`config.mk`:
```
export PLATFORM = sky130hd
export DESIGN_NAME = ctrl_pipe_flat
export DESIGN_NICKNAME = d
export VERILOG_FILES = /design/src/rtl/cpu_ctrl_pkg.sv /design/src/rtl/ctrl_pipe_if.sv /design/src/rtl/ctrl_pipe_mdu_stall_counter.sv /design/src/rtl/ctrl_pipe.sv /design/src/flat_wrapper.sv
export SDC_FILE = /design/constraint.sdc
export NUM_CORES = 1
export LEC_CHECK = 0
export CORE_ASPECT_RATIO = 1.25
export CORE_MARGIN = 2
export CORE_UTILIZATION = 51
export CTS_BUF_LIST = sky130_fd_sc_hd__clkbuf_8
export DETAILED_ROUTE_END_ITERATION = 16
export PLACE_DENSITY = 0.87
export SLEW_MARGIN = 20
export SYNTH_ARGS = -nofsm -noshare
export SYNTH_HDL_FRONTEND = slang
export SYNTH_HIERARCHICAL = 1
export SYNTH_SLANG_ARGS = --single-unit
export TNS_END_PERCENT = 100
```
`constraint.sdc`:
```
create_clock -name clk -period 4.3 [get_ports clk]
set_clock_uncertainty 0.15 [all_clocks]
set_input_delay 0.86 -clock clk [delete_from_list [all_inputs] [get_ports clk]]
set_output_delay 0.86 -clock clk [all_outputs]
set_load 0.005 [all_outputs]
```
`src/rtl/cpu_ctrl_pkg.sv`:
```
// Shared control-word layout, opcodes and pipeline stage record for the
// decode -> execute control path.
package cpu_ctrl_pkg;

  localparam int CW = 10;
  localparam int RW = 4;

  localparam int ALU_SRC   = 0;
  localparam int ALUOP_LSB = 1;
  localparam int MEM_WR    = 5;
  localparam int MEM2REG   = 6;
  localparam int REG_WR    = 7;
  localparam int MEM_RD    = 8;
  localparam int BANK      = 9;

  localparam logic [3:0] OP_MUL = 4'b0010;
  localparam logic [3:0] OP_DIV = 4'b1011;

  localparam logic [CW-1:0] BUBBLE = 10'h000;

  typedef struct packed {
    logic [CW-1:0] ctrl;
    logic [RW-1:0] rd;
  } stage_t;

  localparam stage_t BUBBLE_STAGE = {BUBBLE, 4'h0};

  typedef enum logic {
    LAT_MUL = 1'b0,
    LAT_DIV = 1'b1
  } lat_sel_e;

  function automatic logic [3:0] aluop_of(input logic [CW-1:0] c);
    return c[ALUOP_LSB +: 4];
  endfunction

endpackage

```
`src/rtl/ctrl_pipe_if.sv`:
```
// Signal bundle between the decode-stage control unit (master) and the
// control pipeline (slave).
interface ctrl_pipe_if;
  import cpu_ctrl_pkg::*;

  // Handshake: stall_n is the ready for the ID word. The word on c_dec_in/id_*
  // is consumed on a rising edge where stall_n=1; while stall_n=0 the master
  // must re-present the same word unchanged. There is no separate valid, an
  // idle slot is presented as BUBBLE.
  logic [CW-1:0] c_dec_in;
  logic          flush_ir;
  logic [RW-1:0] id_rd;
  logic [RW-1:0] id_rs1;
  logic [RW-1:0] id_rs2;
  logic          id_rs1_use;
  logic          id_rs2_use;

  logic [3:0]    aluop_cdec;
  logic          ex_alu_src;
  logic [RW-1:0] ex_rd;
  logic          mem_wr;
  logic          mem_rd;
  logic [RW-1:0] mem_rd_idx;
  logic          wb_reg_wr;
  logic          wb_mem2reg;
  logic          wb_bank;
  logic [RW-1:0] wb_rd;
  logic          stall_n;
  logic          mdu_busy;

  modport master (
    output c_dec_in, flush_ir, id_rd, id_rs1, id_rs2, id_rs1_use, id_rs2_use,
    input  aluop_cdec, ex_alu_src, ex_rd, mem_wr, mem_rd, mem_rd_idx,
           wb_reg_wr, wb_mem2reg, wb_bank, wb_rd, stall_n, mdu_busy
  );

  modport slave (
    input  c_dec_in, flush_ir, id_rd, id_rs1, id_rs2, id_rs1_use, id_rs2_use,
    output aluop_cdec, ex_alu_src, ex_rd, mem_wr, mem_rd, mem_rd_idx,
           wb_reg_wr, wb_mem2reg, wb_bank, wb_rd, stall_n, mdu_busy
  );

endinterface

```
`src/rtl/ctrl_pipe_mdu_stall_counter.sv`:
```
// Counts the extra EX cycles a mul/div occupies; busy while any remain.
module mdu_stall_counter
  import cpu_ctrl_pkg::*;
#(
  parameter int MUL_LAT = 2,
  parameter int DIV_LAT = 8
) (
  input  logic     clk,
  input  logic     rst,
  input  logic     load,
  input  lat_sel_e lat_sel,
  input  logic     dec,
  output logic     busy
);

  localparam int MAX_LAT = (MUL_LAT > DIV_LAT) ? MUL_LAT : DIV_LAT;
  localparam int CNT_W   = (MAX_LAT > 1) ? $clog2(MAX_LAT) : 1;
  localparam logic [CNT_W-1:0] MUL_INIT = CNT_W'(MUL_LAT - 1);
  localparam logic [CNT_W-1:0] DIV_INIT = CNT_W'(DIV_LAT - 1);

  logic [CNT_W-1:0] cnt;

  // A latency of 1 loads zero, so such an op never raises busy.
  always_ff @(posedge clk or negedge rst) begin
    if (!rst) begin
      cnt <= '0;
    end else if (load) begin
      cnt <= (lat_sel == LAT_DIV) ? DIV_INIT : MUL_INIT;
    end else if (dec && (cnt != '0)) begin
      cnt <= cnt - CNT_W'(1);
    end
  end

  assign busy = (cnt != '0);

endmodule

```
`src/rtl/ctrl_pipe.sv`:
```
// ID/EX, EX/MEM, MEM/WB control registers with bubble insertion for branch
// flush, load-use hazards and multi-cycle mul/div occupancy of EX.
module ctrl_pipe
  import cpu_ctrl_pkg::*;
#(
  parameter int MUL_LAT = 2,
  parameter int DIV_LAT = 8
) (
  input  logic      clk,
  input  logic      rst,
  ctrl_pipe_if.slave bus
);

  stage_t   ex_q, mem_q, wb_q;
  stage_t   ex_d, mem_d;
  logic     mdu_busy;
  logic     lu_hz;
  logic     rs1_hit, rs2_hit;
  logic     cnt_load;
  lat_sel_e cnt_sel;
  logic [3:0] id_aluop;

  assign id_aluop = aluop_of(bus.c_dec_in);

  // ex_q.rd != 0 keeps r0 from ever being a hazard source.
  assign rs1_hit = bus.id_rs1_use && (ex_q.rd == bus.id_rs1);
  assign rs2_hit = bus.id_rs2_use && (ex_q.rd == bus.id_rs2);
  assign lu_hz   = ex_q.ctrl[MEM_RD] && (ex_q.rd != '0) && (rs1_hit || rs2_hit);

  always_comb begin
    ex_d     = ex_q;
    mem_d    = ex_q;
    cnt_load = 1'b0;
    cnt_sel  = (id_aluop == OP_DIV) ? LAT_DIV : LAT_MUL;
    if (mdu_busy) begin
      mem_d = BUBBLE_STAGE;
    end else if (lu_hz || bus.flush_ir) begin
      // On a load-use stall the ID word re-presents, so any flush is moot.
      ex_d = BUBBLE_STAGE;
    end else begin
      ex_d     = '{ctrl: bus.c_dec_in, rd: bus.id_rd};
      cnt_load = (id_aluop == OP_MUL) || (id_aluop == OP_DIV);
    end
  end

  always_ff @(posedge clk or negedge rst) begin
    if (!rst) begin
      ex_q  <= BUBBLE_STAGE;
      mem_q <= BUBBLE_STAGE;
      wb_q  <= BUBBLE_STAGE;
    end else begin
      ex_q  <= ex_d;
      mem_q <= mem_d;
      wb_q  <= mem_q;
    end
  end

  mdu_stall_counter #(
    .MUL_LAT (MUL_LAT),
    .DIV_LAT (DIV_LAT)
  ) u_cnt (
    .clk     (clk),
    .rst     (rst),
    .load    (cnt_load),
    .lat_sel (cnt_sel),
    .dec     (mdu_busy),
    .busy    (mdu_busy)
  );

  assign bus.aluop_cdec = aluop_of(ex_q.ctrl);
  assign bus.ex_alu_src = ex_q.ctrl[ALU_SRC];
  assign bus.ex_rd      = ex_q.rd;
  assign bus.mem_wr     = mem_q.ctrl[MEM_WR];
  assign bus.mem_rd     = mem_q.ctrl[MEM_RD];
  assign bus.mem_rd_idx = mem_q.rd;
  assign bus.wb_reg_wr  = wb_q.ctrl[REG_WR];
  assign bus.wb_mem2reg = wb_q.ctrl[MEM2REG];
  assign bus.wb_bank    = wb_q.ctrl[BANK];
  assign bus.wb_rd      = wb_q.rd;
  assign bus.stall_n    = !(mdu_busy || lu_hz);
  assign bus.mdu_busy   = mdu_busy;

  // EX/MEM-only fields are carried into WB but have no consumer there.
  logic unused_wb;
  assign unused_wb = ^{wb_q.ctrl[MEM_RD], wb_q.ctrl[MEM_WR:ALU_SRC]};

endmodule
```
`src/flat_wrapper.sv`:
```
// flat-port wrapper written by rule: the top's interface ports become plain ports
module ctrl_pipe_flat import cpu_ctrl_pkg::*;
#(
  parameter int MUL_LAT = 2,
  parameter int DIV_LAT = 8
)
  (clk, rst, bus_c_dec_in, bus_flush_ir, bus_id_rd, bus_id_rs1, bus_id_rs2, bus_id_rs1_use, bus_id_rs2_use, bus_aluop_cdec, bus_ex_alu_src, bus_ex_rd, bus_mem_wr, bus_mem_rd, bus_mem_rd_idx, bus_wb_reg_wr, bus_wb_mem2reg, bus_wb_bank, bus_wb_rd, bus_stall_n, bus_mdu_busy);
  ctrl_pipe_if bus_i ();
  input  logic clk;
  input  logic rst;
  input wire logic [$bits(bus_i.c_dec_in)-1:0] bus_c_dec_in;
  input wire logic [$bits(bus_i.flush_ir)-1:0] bus_flush_ir;
  input wire logic [$bits(bus_i.id_rd)-1:0] bus_id_rd;
  input wire logic [$bits(bus_i.id_rs1)-1:0] bus_id_rs1;
  input wire logic [$bits(bus_i.id_rs2)-1:0] bus_id_rs2;
  input wire logic [$bits(bus_i.id_rs1_use)-1:0] bus_id_rs1_use;
  input wire logic [$bits(bus_i.id_rs2_use)-1:0] bus_id_rs2_use;
  output wire logic [$bits(bus_i.aluop_cdec)-1:0] bus_aluop_cdec;
  output wire logic [$bits(bus_i.ex_alu_src)-1:0] bus_ex_alu_src;
  output wire logic [$bits(bus_i.ex_rd)-1:0] bus_ex_rd;
  output wire logic [$bits(bus_i.mem_wr)-1:0] bus_mem_wr;
  output wire logic [$bits(bus_i.mem_rd)-1:0] bus_mem_rd;
  output wire logic [$bits(bus_i.mem_rd_idx)-1:0] bus_mem_rd_idx;
  output wire logic [$bits(bus_i.wb_reg_wr)-1:0] bus_wb_reg_wr;
  output wire logic [$bits(bus_i.wb_mem2reg)-1:0] bus_wb_mem2reg;
  output wire logic [$bits(bus_i.wb_bank)-1:0] bus_wb_bank;
  output wire logic [$bits(bus_i.wb_rd)-1:0] bus_wb_rd;
  output wire logic [$bits(bus_i.stall_n)-1:0] bus_stall_n;
  output wire logic [$bits(bus_i.mdu_busy)-1:0] bus_mdu_busy;
  assign bus_i.c_dec_in = bus_c_dec_in;
  assign bus_i.flush_ir = bus_flush_ir;
  assign bus_i.id_rd = bus_id_rd;
  assign bus_i.id_rs1 = bus_id_rs1;
  assign bus_i.id_rs2 = bus_id_rs2;
  assign bus_i.id_rs1_use = bus_id_rs1_use;
  assign bus_i.id_rs2_use = bus_id_rs2_use;
  assign bus_aluop_cdec = bus_i.aluop_cdec;
  assign bus_ex_alu_src = bus_i.ex_alu_src;
  assign bus_ex_rd = bus_i.ex_rd;
  assign bus_mem_wr = bus_i.mem_wr;
  assign bus_mem_rd = bus_i.mem_rd;
  assign bus_mem_rd_idx = bus_i.mem_rd_idx;
  assign bus_wb_reg_wr = bus_i.wb_reg_wr;
  assign bus_wb_mem2reg = bus_i.wb_mem2reg;
  assign bus_wb_bank = bus_i.wb_bank;
  assign bus_wb_rd = bus_i.wb_rd;
  assign bus_stall_n = bus_i.stall_n;
  assign bus_mdu_busy = bus_i.mdu_busy;
  ctrl_pipe #(.MUL_LAT(MUL_LAT), .DIV_LAT(DIV_LAT)) u_core (.clk(clk), .rst(rst), .bus(bus_i));
endmodule
```
==> out/metrics.yaml <==
status: "finished clean"
synthXorXnorAreaFrac_pct: 3.28
coreArea_mm2: 0.00297
ys_seq_elements: 33
routedWlPerCell_um: 14.9
grt_pass1_vias: 1131
antenna_found_initial: 0
p_leak_nw: 0.994
synth-main-ff-cell: "dfrtp_1"
max_cap_violations: 0
ys_seq_area_share_pct: 51.5
insertion_delay_ns: 0.28
numClockSinks: 33
yosysTopAreaCellShare_pct: 51.5
boundaryPins: 51
fin_cells: 217
startpoint_type: "input port"
start_util_pct: 54.0
worstPathRequired_ns: 3.29
vias: 1137
hold_ws_ns: 0.198
clkSlewWorstSetupHoldPaths_ns: 0.06
synthTopCellsByArea: "dfrtp_1 (51%), o41ai_2 (8.1%), buf_4 (5.6%), inv_1 (4.4%), nand2_1 (3.7%)"
finalSetupViolations: 0
ff2ff_setup_slack_ns: 2.12
synthAdderAreaFrac_pct: 1.56
cts_setup_buffers: 0
end_kind: "output pin"
io_buffers: 50
synthMuxAreaShare_pct: 0.624
synthCells: 139
drcViolationCount: 0
gr-total-overflow: 0
async_flop_share_pct: 100
slowest_delay_ns: 0.45
num_antenna_cells: 0
post-route-period-util_pct: 83.5
syn_area_mm2: 0.00160
nFillCells: 206
pre_cts_ws_ns: 0.698
cts_buffers: 5
worstPathArrival_ns: 2.58
multiInputGateArea_um2: 583
synth_fp_nets: 168
synth_compound_area_share_pct: 17.5
cts_tree: "yes"
cts-hold-fix-buffers: 0
fin_nets: 210
grt_setup_unrepaired: "no"
worstMarginPinSlew_ns: 0.734
crit_chain: "clkdlybuf4s50_1 -> xor2_1 -> nor3_1 -> a41o_4 -> nor2_1 -> clkdlybuf4s50_1"
dp_cells: 210
post_cts_resized: 0
place.gp.congestion: 0.867
rows: 22
routed_wl_mm: 3.23
drtPass1Iterations: 4
grt_pass1_wl_mm: 5.30
slew_headroom_pct: 50.9
cp_common_cell: "clkdlybuf4s50_1"
peakVddDrop_mv: 0.344
yosysTopAreaCell: "dfrtp_1"
setup_slack_ns: 0.708
fp.dieArea_mm2: 0.00361
drive_above_1_share_pct: 12.2
hold_viol_final: 0
synth_cell_type_count: 31
yosysWarnings: 6
register_area_um2: 826
syn_to_final_growth_pct: 32.6
drt_iter0_markers: 31
synth-edff-count: 0
finalCriticalPeriod_ns: 3.59
die_w_um: 54.2
syn_area_per_cell_um2: 11.5
p_per_area_mw_per_mm2: 516
finalMaxSlewViolations: 0
hold_class: "reg2reg"
worst-setup-path-type: "in2out"
dp_hpwl_mm: 2.45
htree_levels: 2
crit_slowest_cell: "clkdlybuf4s50_1"
path_max_fanout: 16
timing.setup.tns_ns: 0
clock.fmax_mhz: 278
ctsLongestPathBuffers: 2
die_height_um: 66.7
grt_util_all_layers_pct: 21.2
vias_per_cell: 5.24
hold_depth: 0
yosys.area_share.simple_pct: 13.4
grt_max_degree: 35
cts_root_buf: "clkbuf_8"
reg2reg_depth: 7
antenna_left: 0
synth_top_family_by_area: "compound AO/OA/AOI/OAI gates"
==> stage by stage <==
stage	util [%]	area (um^2)	total power, mW
floorplan	-	1600	0.737
global placement	68.6	2040	0.851
detailed placement	68.6	2040	0.880
CTS	71.5	2130	1.11
global route	71.5	2130	1.18
finish	71.5	2130	1.10
==> flip-flops by register name, indices dropped and copies added, names as in the netlist <==
register,flops
u_core/bus.wb_rd,4
u_core/mem_q,3
u_core/bus.wb_mem2reg,1
u_core/bus.wb_reg_wr,1
u_core/u_cnt/cnt,3
u_core/bus.ex_rd,4
u_core/bus.aluop_cdec,4
u_core/bus.mem_rd,1
u_core/bus.mem_rd_idx,4
u_core/ex_q,5
u_core/bus.mem_wr,1
u_core/bus.wb_bank,1
u_core/bus.ex_alu_src,1
==> final cells by class <==
class | count | area share (%)
timing repair buffer | 52 | 24.2
clock buffer | 6 | 3.88
sequential | 33 | 38.8
inverter | 19 | 3.35
clock inverter | 1 | 0.176
multi-input combinational | 70 | 27.4
tap | 36 | 2.12
==> synthesized netlist by cell type, types with 2 or more instances <==
| master | count |
|---|---|
| nor4_4 | 2 |
| dfrtp_1 | 33 |
| buf_4 | 12 |
| xnor2_1 | 2 |
| o41ai_2 | 8 |
| buf_6 | 2 |
| o41ai_1 | 6 |
| nand2_1 | 16 |
| a21oi_1 | 2 |
| ha_1 | 2 |
| inv_1 | 19 |
| nor2b_1 | 8 |
| xor2_1 | 4 |
| o21ai_0 | 2 |
| nor2_1 | 3 |
| clkbuf_1 | 3 |
==> layout by cell type (no fill, tap or decap), drive strengths merged, types with 3 or more instances in the layout <==
master | synthesis | final
o41ai | 14 | 14
dfrtp | 33 | 33
o21ai | 3 | 3
clkbuf | 3 | 6
inv | 19 | 20
nor2 | 3 | 3
nor4 | 3 | 3
clkdlybuf4s50 | 0 | 50
xor2 | 4 | 4
nand2 | 16 | 16
nor2b | 8 | 8
==> metal layers <==
layer  share of wire, %  GRT usage, %  vias to the layer above
met5                  0             0                        -
met4               0.59          6.88                        0
met3                6.0          7.40                        2
met2                 56          34.3                       39
met1                 38          25.9                      554
li1                   -             -                      542
==> power breakdown <==
group | internal [mW] | leakage, nW | total, mW | switching [mW]
logic | 0.229 | 0.505 | 0.424 | 0.194
clock network | 0.124 | 0.0485 | 0.225 | 0.101
registers | 0.390 | 0.440 | 0.449 | 0.0586
==> final timing paths <==
path	from	end
setup / recovery	bus_id_rs2[2]	bus_stall_n
hold / removal	u_core/mem_q[10]	u_core/bus.wb_mem2reg
setup reg to reg	u_core/bus.ex_rd[0]	u_core/u_cnt/cnt[1]
hold reg to reg	u_core/mem_q[10]	u_core/bus.wb_mem2reg
max in group asynchronous	rst	u_core/bus.wb_rd[2]
min in group asynchronous	rst	u_core/bus.wb_bank
==> logic make-up (layout without fill, tap and decap cells) <==
family / Yosys count / after routing
buffers and inverters: 36 / 78
multiplexers: 1 / 1
adder cells (fa/ha/maj): 2 / 2
AO/OA/AOI/OAI: 25 / 25
AND/OR/NAND/NOR: 36 / 36
XOR/XNOR: 6 / 6
flip-flops: 33 / 33
==> critical path: cells and delay by family <==
kind	cells	cell delay (ns)
buffers and inverters	2	0.87
AND/OR/NAND/NOR	2	0.30
XOR/XNOR	1	0.15
AO/OA/AOI/OAI	1	0.40
(Power assumes the default switching activity.)
